**src/rtl/spi_flash_pkg.sv**
```systemverilog
// Shared types and constants for the SPI flash controller slice.
//   state_e        : byte engine FSM states
//   OP_*           : flash opcodes issued by the command sequencer
//   SPI_BYTE_W     : width of one SPI transfer unit
package spi_flash_pkg;

  localparam int unsigned SPI_BYTE_W = 8;

  localparam logic [SPI_BYTE_W-1:0] OP_READ        = 8'h03;
  localparam logic [SPI_BYTE_W-1:0] OP_JEDEC_ID    = 8'h9F;
  localparam logic [SPI_BYTE_W-1:0] OP_RELEASE_PD  = 8'hAB;
  localparam logic [SPI_BYTE_W-1:0] OP_READ_STATUS = 8'h05;

  typedef enum logic [2:0] {
    ST_IDLE,
    ST_SHIFT,
    ST_GAP,
    ST_CS_HOLD,
    ST_CS_IDLE
  } state_e;

endpackage

```
**src/rtl/spi_byte_engine.sv**
```systemverilog
// Byte-level SPI master, mode 0, MSB first. Chip select spans consecutive
// bytes until a byte flagged last completes.
// Ports:
//   i_clk, i_rst                 : clock, synchronous active-high reset
//   i_tx_valid/o_tx_ready        : byte stream handshake
//   i_tx_data, i_tx_last         : byte to send, end-of-transaction flag
//   o_rx_valid, o_rx_data        : one-cycle pulse with the received byte
//   o_busy                       : engine not idle
//   o_spi_cs_n/clk/mosi, i_spi_miso : flash pins
module spi_byte_engine
  import spi_flash_pkg::*;
#(
  parameter int unsigned CLK_DIV        = 2,
  parameter int unsigned CS_IDLE_CYCLES = 4
) (
  input  logic                  i_clk,
  input  logic                  i_rst,
  input  logic                  i_tx_valid,
  output logic                  o_tx_ready,
  input  logic [SPI_BYTE_W-1:0] i_tx_data,
  input  logic                  i_tx_last,
  output logic                  o_rx_valid,
  output logic [SPI_BYTE_W-1:0] o_rx_data,
  output logic                  o_busy,
  output logic                  o_spi_cs_n,
  output logic                  o_spi_clk,
  output logic                  o_spi_mosi,
  input  logic                  i_spi_miso
);

  localparam int unsigned DIV_W  = $clog2(CLK_DIV) + 1;
  localparam int unsigned IDLE_W = $clog2(CS_IDLE_CYCLES) + 1;

  state_e                  state_q;
  logic [DIV_W-1:0]        div_q;
  logic [2:0]              bit_q;
  logic [IDLE_W-1:0]       idle_q;
  logic [SPI_BYTE_W-1:0]   tx_sr_q;
  logic [SPI_BYTE_W-1:0]   rx_sr_q;
  logic                    last_q;
  logic                    cs_n_q;
  logic                    sclk_q;
  logic                    mosi_q;
  logic                    rx_valid_q;
  logic [SPI_BYTE_W-1:0]   rx_data_q;

  logic div_done;
  assign div_done = (div_q == DIV_W'(CLK_DIV - 1));

  // Engine FSM with registered pin and rx outputs.
  always_ff @(posedge i_clk) begin
    if (i_rst) begin
      state_q    <= ST_IDLE;
      div_q      <= '0;
      bit_q      <= '0;
      idle_q     <= '0;
      tx_sr_q    <= '0;
      rx_sr_q    <= '0;
      last_q     <= 1'b0;
      cs_n_q     <= 1'b1;
      sclk_q     <= 1'b0;
      mosi_q     <= 1'b0;
      rx_valid_q <= 1'b0;
      rx_data_q  <= '0;
    end else begin
      rx_valid_q <= 1'b0;
      case (state_q)
        ST_IDLE, ST_GAP: begin
          if (i_tx_valid) begin
            tx_sr_q <= i_tx_data;
            last_q  <= i_tx_last;
            mosi_q  <= i_tx_data[SPI_BYTE_W-1];
            cs_n_q  <= 1'b0;
            sclk_q  <= 1'b0;
            div_q   <= '0;
            bit_q   <= '0;
            state_q <= ST_SHIFT;
          end
        end
        ST_SHIFT: begin
          if (div_done) begin
            div_q  <= '0;
            sclk_q <= ~sclk_q;
            if (!sclk_q) begin
              // Rising edge: capture MISO.
              rx_sr_q <= {rx_sr_q[SPI_BYTE_W-2:0], i_spi_miso};
            end else begin
              // Falling edge: present the next bit, or close the byte.
              bit_q   <= bit_q + 3'd1;
              tx_sr_q <= {tx_sr_q[SPI_BYTE_W-2:0], 1'b0};
              mosi_q  <= tx_sr_q[SPI_BYTE_W-2];
              if (bit_q == 3'(SPI_BYTE_W - 1)) begin
                rx_valid_q <= 1'b1;
                rx_data_q  <= rx_sr_q;
                state_q    <= last_q ? ST_CS_HOLD : ST_GAP;
              end
            end
          end else begin
            div_q <= div_q + DIV_W'(1);
          end
        end
        ST_CS_HOLD: begin
          if (div_done) begin
            div_q   <= '0;
            cs_n_q  <= 1'b1;
            mosi_q  <= 1'b0;
            idle_q  <= '0;
            state_q <= ST_CS_IDLE;
          end else begin
            div_q <= div_q + DIV_W'(1);
          end
        end
        ST_CS_IDLE: begin
          if (idle_q == IDLE_W'(CS_IDLE_CYCLES - 1)) begin
            state_q <= ST_IDLE;
          end else begin
            idle_q <= idle_q + IDLE_W'(1);
          end
        end
        default: state_q <= ST_IDLE;
      endcase
    end
  end

  // Ready and busy are plain decodes of the state register.
  assign o_tx_ready = (state_q == ST_IDLE) || (state_q == ST_GAP);
  assign o_busy     = (state_q != ST_IDLE);

  assign o_rx_valid = rx_valid_q;
  assign o_rx_data  = rx_data_q;
  assign o_spi_cs_n = cs_n_q;
  assign o_spi_clk  = sclk_q;
  assign o_spi_mosi = mosi_q;

endmodule

```
**config.mk**
```make
export PLATFORM = sky130hd
export DESIGN_NAME = spi_byte_engine
export DESIGN_NICKNAME = d
export VERILOG_FILES = /design/src/rtl/spi_flash_pkg.sv /design/src/rtl/spi_byte_engine.sv
export SDC_FILE = /design/constraint.sdc
export NUM_CORES = 1
export LEC_CHECK = 0
export BUFFER_PORTS_ARGS = -buffer_cell sky130_fd_sc_hd__buf_2
export CAP_MARGIN = 40
export CORE_MARGIN = 8
export CORE_UTILIZATION = 49
export CTS_CLUSTER_SIZE = 8
export DETAILED_ROUTE_END_ITERATION = 8
export MAX_ROUTING_LAYER = met4
export PLACE_DENSITY = 0.73
export SLEW_MARGIN = 20
export SYNTH_ARGS = -nofsm -noshare
export SYNTH_HDL_FRONTEND = slang
export SYNTH_SLANG_ARGS = --single-unit
```
**constraint.sdc**
```tcl
create_clock -name i_clk -period 1.55 [get_ports i_clk]
set_input_delay 0.31 -clock i_clk [delete_from_list [all_inputs] [get_ports i_clk]]
set_output_delay 0.31 -clock i_clk [all_outputs]
set_load 0.005 [all_outputs]
```
==> impl_metrics.env, run 1 <==
export IMPL_status="finished, violations left"
export IMPL_violations="negative setup slack"
export IMPL_max_stage_delay_ps=420
export IMPL_grt_max_degree=21
export IMPL_p_comb_share_pct=21.2
export IMPL_ir_worst_vdd_uv=537
export IMPL_antenna_found_initial=0
export IMPL_switchingPower_mw=0.616
export IMPL_antenna_cells=0
export IMPL_root_buffer="clkbuf_4"
export IMPL_drc=0
export IMPL_area_growth_pct=30.4
export IMPL_path_clk_slew_ps=130
export IMPL_finClkSkew_ps=15.4
export IMPL_globalplace_congestion=0.823
export IMPL_p_clk_share_pct=25.5
export IMPL_netSwitchingFraction_pct=30.0
export IMPL_critPathCaptureType="flop"
export IMPL_synth_edf_count=0
export IMPL_nets=241
export IMPL_vias=1480
export IMPL_synthFlopType="dfxtp_1"
export IMPL_dpl_hpwl_um=2730
export IMPL_clk_path_buf_depth=2
export IMPL_cap_violations=0
export IMPL_start_kind="flop"
export IMPL_sequentialPowerShare_pct=53.3
export IMPL_synthCells=177
export IMPL_die_width_um=74.3
export IMPL_yosys_warnings=0
export IMPL_hold_class="in -> reg"
export IMPL_crit_chain="or3b_4 > buf_6 > nor3_4 > buf_12 > mux2i_1 > nor2_1"
export IMPL_worst_pin_slew_ps=381
export IMPL_syn_nets=194
export IMPL_start_util_pct=50.2
export IMPL_async_flop_share_pct=0
export IMPL_portBuffers=26
export IMPL_period_needed_ps=1580
export IMPL_synth_seq_cells=39
export IMPL_netlist_top_cell_by_area="dfxtp_1"
export IMPL_p_int_mw=1.44
export IMPL_rsz0062_at_grt="yes"
export IMPL_via_per_inst=5.46
export IMPL_cts_htree_levels=2
export IMPL_grt_pass1_wl_um=6310
export IMPL_yosys_cell_types_count=42
export IMPL_fin_crit_sh_pct=102
export IMPL_row_count=21
export IMPL_clock_sinks=39
export IMPL_totalWireLength_um=4140
export IMPL_grt_pass1_vias=1399
export IMPL_hp_start="i_tx_data[4]"
export IMPL_die_h_um=74.3
export IMPL_first_pass_iters=4
export IMPL_worstSkewPairLatency_ps=350
export IMPL_crit_start="state_q[0]$_SDFFE_PP0P_"
export IMPL_synth_area_per_cell_um2=9.39
export IMPL_cp_slowest_cell="or3b_4"
export IMPL_yosys_top_cells_area="dfxtp_1 47%, mux2i_1 10%, nor2_1 6.5%"
export IMPL_routedWlPerCell_um=15.3
export IMPL_critPathRequiredTime_ps=1790
export IMPL_grt_overflow=0
export IMPL_place_inst=252
export IMPL_grt_use_total_pct=15.5
export IMPL_synth_most_common_cell="dfxtp_1"
export IMPL_critical_path_class="reg -> reg"
export IMPL_powerDensity_nw_per_um2=947
export IMPL_drtIter0Drc=159
export IMPL_reg2reg_from="state_q[0]$_SDFFE_PP0P_"
export IMPL_dpl_worst_slack_ps=-65.6
export IMPL_final_setup_worst_slack_ps=-30.8
export IMPL_core_area_um2=3310
export IMPL_seq_area_frac_synth_pct=47.0
export IMPL_io_pins=27
export IMPL_fillers=286
export IMPL_cts_buffers=5
export IMPL_synth_top_area_share_pct=47.0
export IMPL_path_max_fanout=8
export IMPL_drive_gt1_share_pct=35.1
export IMPL_fmax_ghz=0.633
export IMPL_die_area_um2=5510
export IMPL_drv_slew=0
export IMPL_report_final_setup_viol=9
export IMPL_finalHoldViolCount=0
export IMPL_leakage_nw=0.864
export IMPL_postRouteAntennaNets=0
export IMPL_max_slew_margin_rel_pct=74.3
export IMPL_yosys_top_cells_count="39 x dfxtp_1, 29 x nor2_1, 18 x nand2_1, 17 x mux2i_1, 6 x a311oi_1"
export IMPL_cts_tree="yes"
export IMPL_final_cells=271
export IMPL_arrival_ps=1820
export IMPL_synth_area_um2=1660
cells in the final DEF (no fill, tap or decap), drive strengths merged:
cell type and count:
o211ai 1, inv 3, or3b 2, nand2b 5, o32ai 1, o21ai 2, o2bb2ai 1, and3 1
clkinv 1, o31ai 2, nand4b 1, nor2 29, clkbuf 5, a211oi 3, clkinvlp 3, nor4 1
a21o 1, a311oi 6, a31oi 1, nand4bb 1, a21oi 5, nor4b 1, dfxtp 39, nand3 2
a22o 1, mux2 1, nor3b 5, nand3b 2, nand2 18, nor3 4, buf 49, mux2i 17
o31a 1, and2 1, o22ai 1, nor2b 3, ha 4, a32oi 1
stage by stage:
step	utilization (%)	hold slack (ps)	TNS (ps)	total power, mW	instance area, um2
after global routing	65.5	178	-939	2.16	2170
after global placement	58.0	440	0	1.42	1920
after detailed placement	58.0	449	-356	1.44	1920
final	65.5	199	-158	2.05	2170
after floorplan	-	426	-29.5	1.33	1680
after CTS	61.8	181	-19.3	2.01	2050
per-layer routing:
metal,track usage [%],vias up,share of wire [%]
li1,-,723,-
met1,16.6,706,42
met2,24.6,39,49
met3,4.58,12,5.0
met4,10.0,0,3.4
met5,-,-,0
cell type report:
cell class | count | area (um2) | share of cell area [%]
clock buffers | 5 | 37.5 | 1.73
clock inverters | 3 | 20.0 | 0.923
inverters | 4 | 18.8 | 0.866
multi-input cells | 125 | 915 | 42.2
flip-flops and latches | 39 | 790 | 36.4
well taps | 46 | 57.6 | 2.65
repair buffers | 49 | 330 | 15.2
power by group through the flow:
stage,clock [mW],sequential [mW],combinational (mW)
floorplan,0,1.10,0.231
global placement,0,1.11,0.319
detailed placement,0,1.11,0.334
CTS,0.546,1.09,0.378
global route,0.590,1.10,0.472
finish,0.524,1.10,0.435
worst max-delay path: cells and delay by family, from the launching register on:
kind | cells | cell delay (ps)
AND/OR/NAND/NOR | 3 | 610
buffers and inverters | 2 | 300
multiplexers | 1 | 200
flip-flops | 1 | 380
flip-flops by register name, summed over array words and instances (netlist names):
name,flops
bit_q,3
last_q,1
o_rx_valid,1
o_rx_data,8
o_spi_clk,1
o_spi_mosi,1
idle_q,3
o_spi_cs_n,1
tx_sr_q,7
div_q,2
state_q,3
rx_sr_q,8
worst paths after layout:
check	endpoint	slack, ps	cells after the start
min	tx_sr_q[4]$_SDFFE_PP0P_	200	3
min reg2reg	tx_sr_q[0]$_SDFFE_PP0P_	480	1
max	o_rx_data[7]$_SDFFE_PP0P_	-30	6
max reg2reg	o_rx_data[7]$_SDFFE_PP0P_	-30	6
repair_timing:
action                                  4_1_cts  5_1_grt
setup buffers                                 3        6
hold buffers                                  0        0
pin swaps                                     3       10
endpoints found under the setup margin       19       32
gates resized for setup                      12       16
gates cloned                                  2        0
cell families (layout without fill, tap and decap cells):
logic type / count (synthesis) / after routing / synth area share, %
and+or+nand+nor: 76 / 76 / 23.5
buffers and inverters: 13 / 61 / 3.54
DFF: 39 / 39 / 47.0
AOI/OAI and AO/OA: 27 / 27 / 12.1
adders and majority gates: 4 / 4 / 3.01
muxes: 18 / 18 / 10.9
No activity file was read; power rests on OpenSTA's default activity.
==> run 2, diff against run 1 <==
--- a/config.mk
+++ b/config.mk
@@ -7,2 +7,3 @@
 export LEC_CHECK = 0
+export ABC_AREA = 1
 export BUFFER_PORTS_ARGS = -buffer_cell sky130_fd_sc_hd__buf_2
@@ -10,3 +11,3 @@
 export CORE_MARGIN = 8
-export CORE_UTILIZATION = 49
+export CORE_UTILIZATION = 50
 export CTS_CLUSTER_SIZE = 8
@@ -14,3 +15,3 @@
 export MAX_ROUTING_LAYER = met4
-export PLACE_DENSITY = 0.73
+export PLACE_DENSITY = 0.74
 export SLEW_MARGIN = 20
--- a/constraint.sdc
+++ b/constraint.sdc
@@ -3,2 +3,2 @@
 set_output_delay 0.31 -clock i_clk [all_outputs]
-set_load 0.005 [all_outputs]
+set_load 0.1 [all_outputs]
==> impl_metrics.env, run 2 <==
export IMPL_crit_chain="nor2_4 > nand2_4 > buf_12"
export IMPL_routedWlPerCell_um=10.8
export IMPL_grt_overflow=0
export IMPL_seq_area_frac_synth_pct=45.5
export IMPL_min_to="idle_q[1]$_SDFFE_PP0P_"
export IMPL_dpl_worst_slack_ps=117
export IMPL_nets=284
export IMPL_die_h_um=74.6
export IMPL_dpl_hpwl_um=2460
export IMPL_synthCells=233
export IMPL_final_setup_worst_slack_ps=41.2
export IMPL_cts_htree_levels=2
export IMPL_finClkSkew_ps=13.2
export IMPL_final_common_cell="nor2_1"
export IMPL_clock_sinks=39
export IMPL_fin_crit_sh_pct=97.3
export IMPL_reg2reg_depth=9
export IMPL_start_util_pct=51.9
export IMPL_grt_use_total_pct=14.7
export IMPL_critical_path_class="reg -> out"
export IMPL_row_count=21
export IMPL_synth_area_um2=1720
export IMPL_finalHoldViolCount=0
export IMPL_totalWireLength_um=3390
export IMPL_antenna_cells=0
export IMPL_async_flop_share_pct=0
export IMPL_reg2reg_to="tx_sr_q[1]$_SDFFE_PP0P_"
export IMPL_fillers=321
export IMPL_start_kind="flop"
export IMPL_core_area_um2=3310
export IMPL_place_inst=304
export IMPL_clk_path_buf_depth=2
export IMPL_io_pins=27
export IMPL_status="finished, final reports clean"
export IMPL_ctsHoldBuffers=0
export IMPL_synth_top_area_share_pct=45.5
export IMPL_synth_seq_cells=39
export IMPL_cts_buffers=5
export IMPL_drive_gt1_share_pct=23.9
export IMPL_period_needed_ps=1510
export IMPL_synthFlopType="dfxtp_1"
export IMPL_report_final_setup_viol=0
export IMPL_drc=0
export IMPL_syn_nets=250
export IMPL_cap_violations=0
export IMPL_root_buffer="clkbuf_4"
export IMPL_postRouteAntennaNets=0
export IMPL_worstSkewPairLatency_ps=360
export IMPL_arrival_ps=1200
export IMPL_vias=1482
export IMPL_netlist_top_cell_by_area="dfxtp_1"
export IMPL_drtIter0Drc=83
export IMPL_leakage_nw=0.966
export IMPL_reg2reg_from="state_q[2]$_SDFFE_PP0P_"
export IMPL_via_per_inst=4.72
export IMPL_cts_tree="yes"
export IMPL_max_slew_margin_rel_pct=67.4
export IMPL_grt_pass1_wl_um=6110
export IMPL_globalplace_congestion=0.844
export IMPL_synth_edf_count=0
export IMPL_grt_max_degree=17
export IMPL_yosys_warnings=0
export IMPL_drv_slew=0
export IMPL_die_width_um=74.6
export IMPL_yosys_top_cells_count="72 x nor2_1, 39 x dfxtp_1, 38 x nand2_1, 20 x o21ai_0, 17 x inv_1"
export IMPL_whs_path_depth=2
export IMPL_critPathCaptureType="primary output"
export IMPL_grt_pass1_vias=1411
export IMPL_hold_class="in -> reg"
export IMPL_first_pass_iters=4
export IMPL_synth_area_per_cell_um2=7.37
export IMPL_yosys_top_cells_area="dfxtp_1 45%, nor2_1 16%, nand2_1 8.3%"
export IMPL_fmax_ghz=0.663
export IMPL_powerDensity_nw_per_um2=1660
export IMPL_synth_most_common_cell="nor2_1"
export IMPL_path_max_fanout=5
export IMPL_antenna_found_initial=0
export IMPL_final_cell_mix="72 x nor2_1, 36 x nand2_1, 36 x dfxtp_1"
export IMPL_area_growth_pct=18.7
export IMPL_final_cells=314
export IMPL_cp_slowest_cell="dfxtp_4"
export IMPL_die_area_um2=5560
export IMPL_ir_worst_vdd_uv=737
export IMPL_worst_pin_slew_ps=492
export IMPL_hp_start="i_rst"
export IMPL_critPathRequiredTime_ps=1240
export IMPL_yosys_cell_types_count=24
export IMPL_rsz0062_at_grt="yes"
export IMPL_reg2reg_slack_ps=140
export IMPL_path_clk_slew_ps=110
export IMPL_portBuffers=26
export IMPL_max_stage_delay_ps=380
[run 2: cell count changes after synthesis, sizes merged, moves of 3 or more]
cell	previous run	this run
nand2	18	44
a311oi	6	0
nand2b	5	0
nor2	29	76
nor2b	3	0
o21ai	2	30
inv	4	21
nor3	4	0
mux2i	17	0
nor3b	5	0
a211oi	3	0
nand3	2	5
[run 2: worst max path at each step]
stage	end	start	cells past startpoint
4_1_cts	o_busy	state_q[0]$_SDFFE_PP0P_	3
5_1_grt	o_busy	state_q[0]$_SDFFE_PP0P_	3
3_5_place_dp	tx_sr_q[1]$_SDFFE_PP0P_	state_q[2]$_SDFFE_PP0P_	9
2_1_floorplan	bit_q[0]$_SDFFE_PP0P_	state_q[0]$_SDFFE_PP0P_	7
6_report	o_busy	state_q[0]$_SDFFE_PP0P_	3
3_3_place_gp	tx_sr_q[5]$_SDFFE_PP0P_	state_q[2]$_SDFFE_PP0P_	9
[run 2: through the flow]
stage          hold slack (ps)  power (mW)  area, um2  TNS [ps]  utilization, %
6_report                   146        3.38       2040         0            61.5
5_1_grt                    123        3.62       2040     -22.3            61.5
4_1_cts                    129        3.36       2020         0            60.9
3_5_place_dp               431        2.85       1960         0            59.2
3_3_place_gp               430        2.82       1960         0            59.2
2_1_floorplan              375        2.49       1740      -341               -
[run 2: cells by family (layout without fill, tap and decap cells)]
family	Yosys count	count (layout)	synth area share [%]
and+or+nand+nor	129	129	34.2
DFF	39	39	45.5
AOI/OAI and AO/OA	35	35	11.2
buffers and inverters	26	61	6.19
adders and majority gates	4	4	2.92
[run 2: power breakdown]
part	internal, mW	total (mW)	switching (mW)	leakage (nW)
logic	0.493	1.56	1.07	0.618
registers	1.18	1.30	0.124	0.319
clock network	0.175	0.512	0.337	0.0282
[run 2: per-layer routing]
layer	vias to the layer above	track usage [%]	wire, um
met1	651	16.6	1610
met4	0	9.35	95
met5	-	-	0
li1	805	-	-
met2	18	22.6	1540
met3	8	3.77	152
[run 2: final cells by class]
class                      count  area [um2]  area share (%)
clock buffer                   6        41.3            2.03
inverter                      21        81.3            3.99
sequential                    39         787            38.6
tap                           46        57.6            2.83
timing repair buffer          32         208            10.2
clock inverter                 2        12.5           0.614
multi-input combinational    168         850            41.7
[run 2: worst max-delay path, delay by kind of cell, from the launching register on]
kind / cells / cell delay, ps
buffers and inverters: 1 / 170
and+or+nand+nor: 2 / 290
DFF: 1 / 380
[run 2: repair_timing]
action / in CTS / in global routing
endpoints found under the setup margin: 1 / 6
gates cloned: 0 / 0
buffers inserted: 0 / 2
pin swaps: 0 / 1
gates resized for setup: 1 / 2
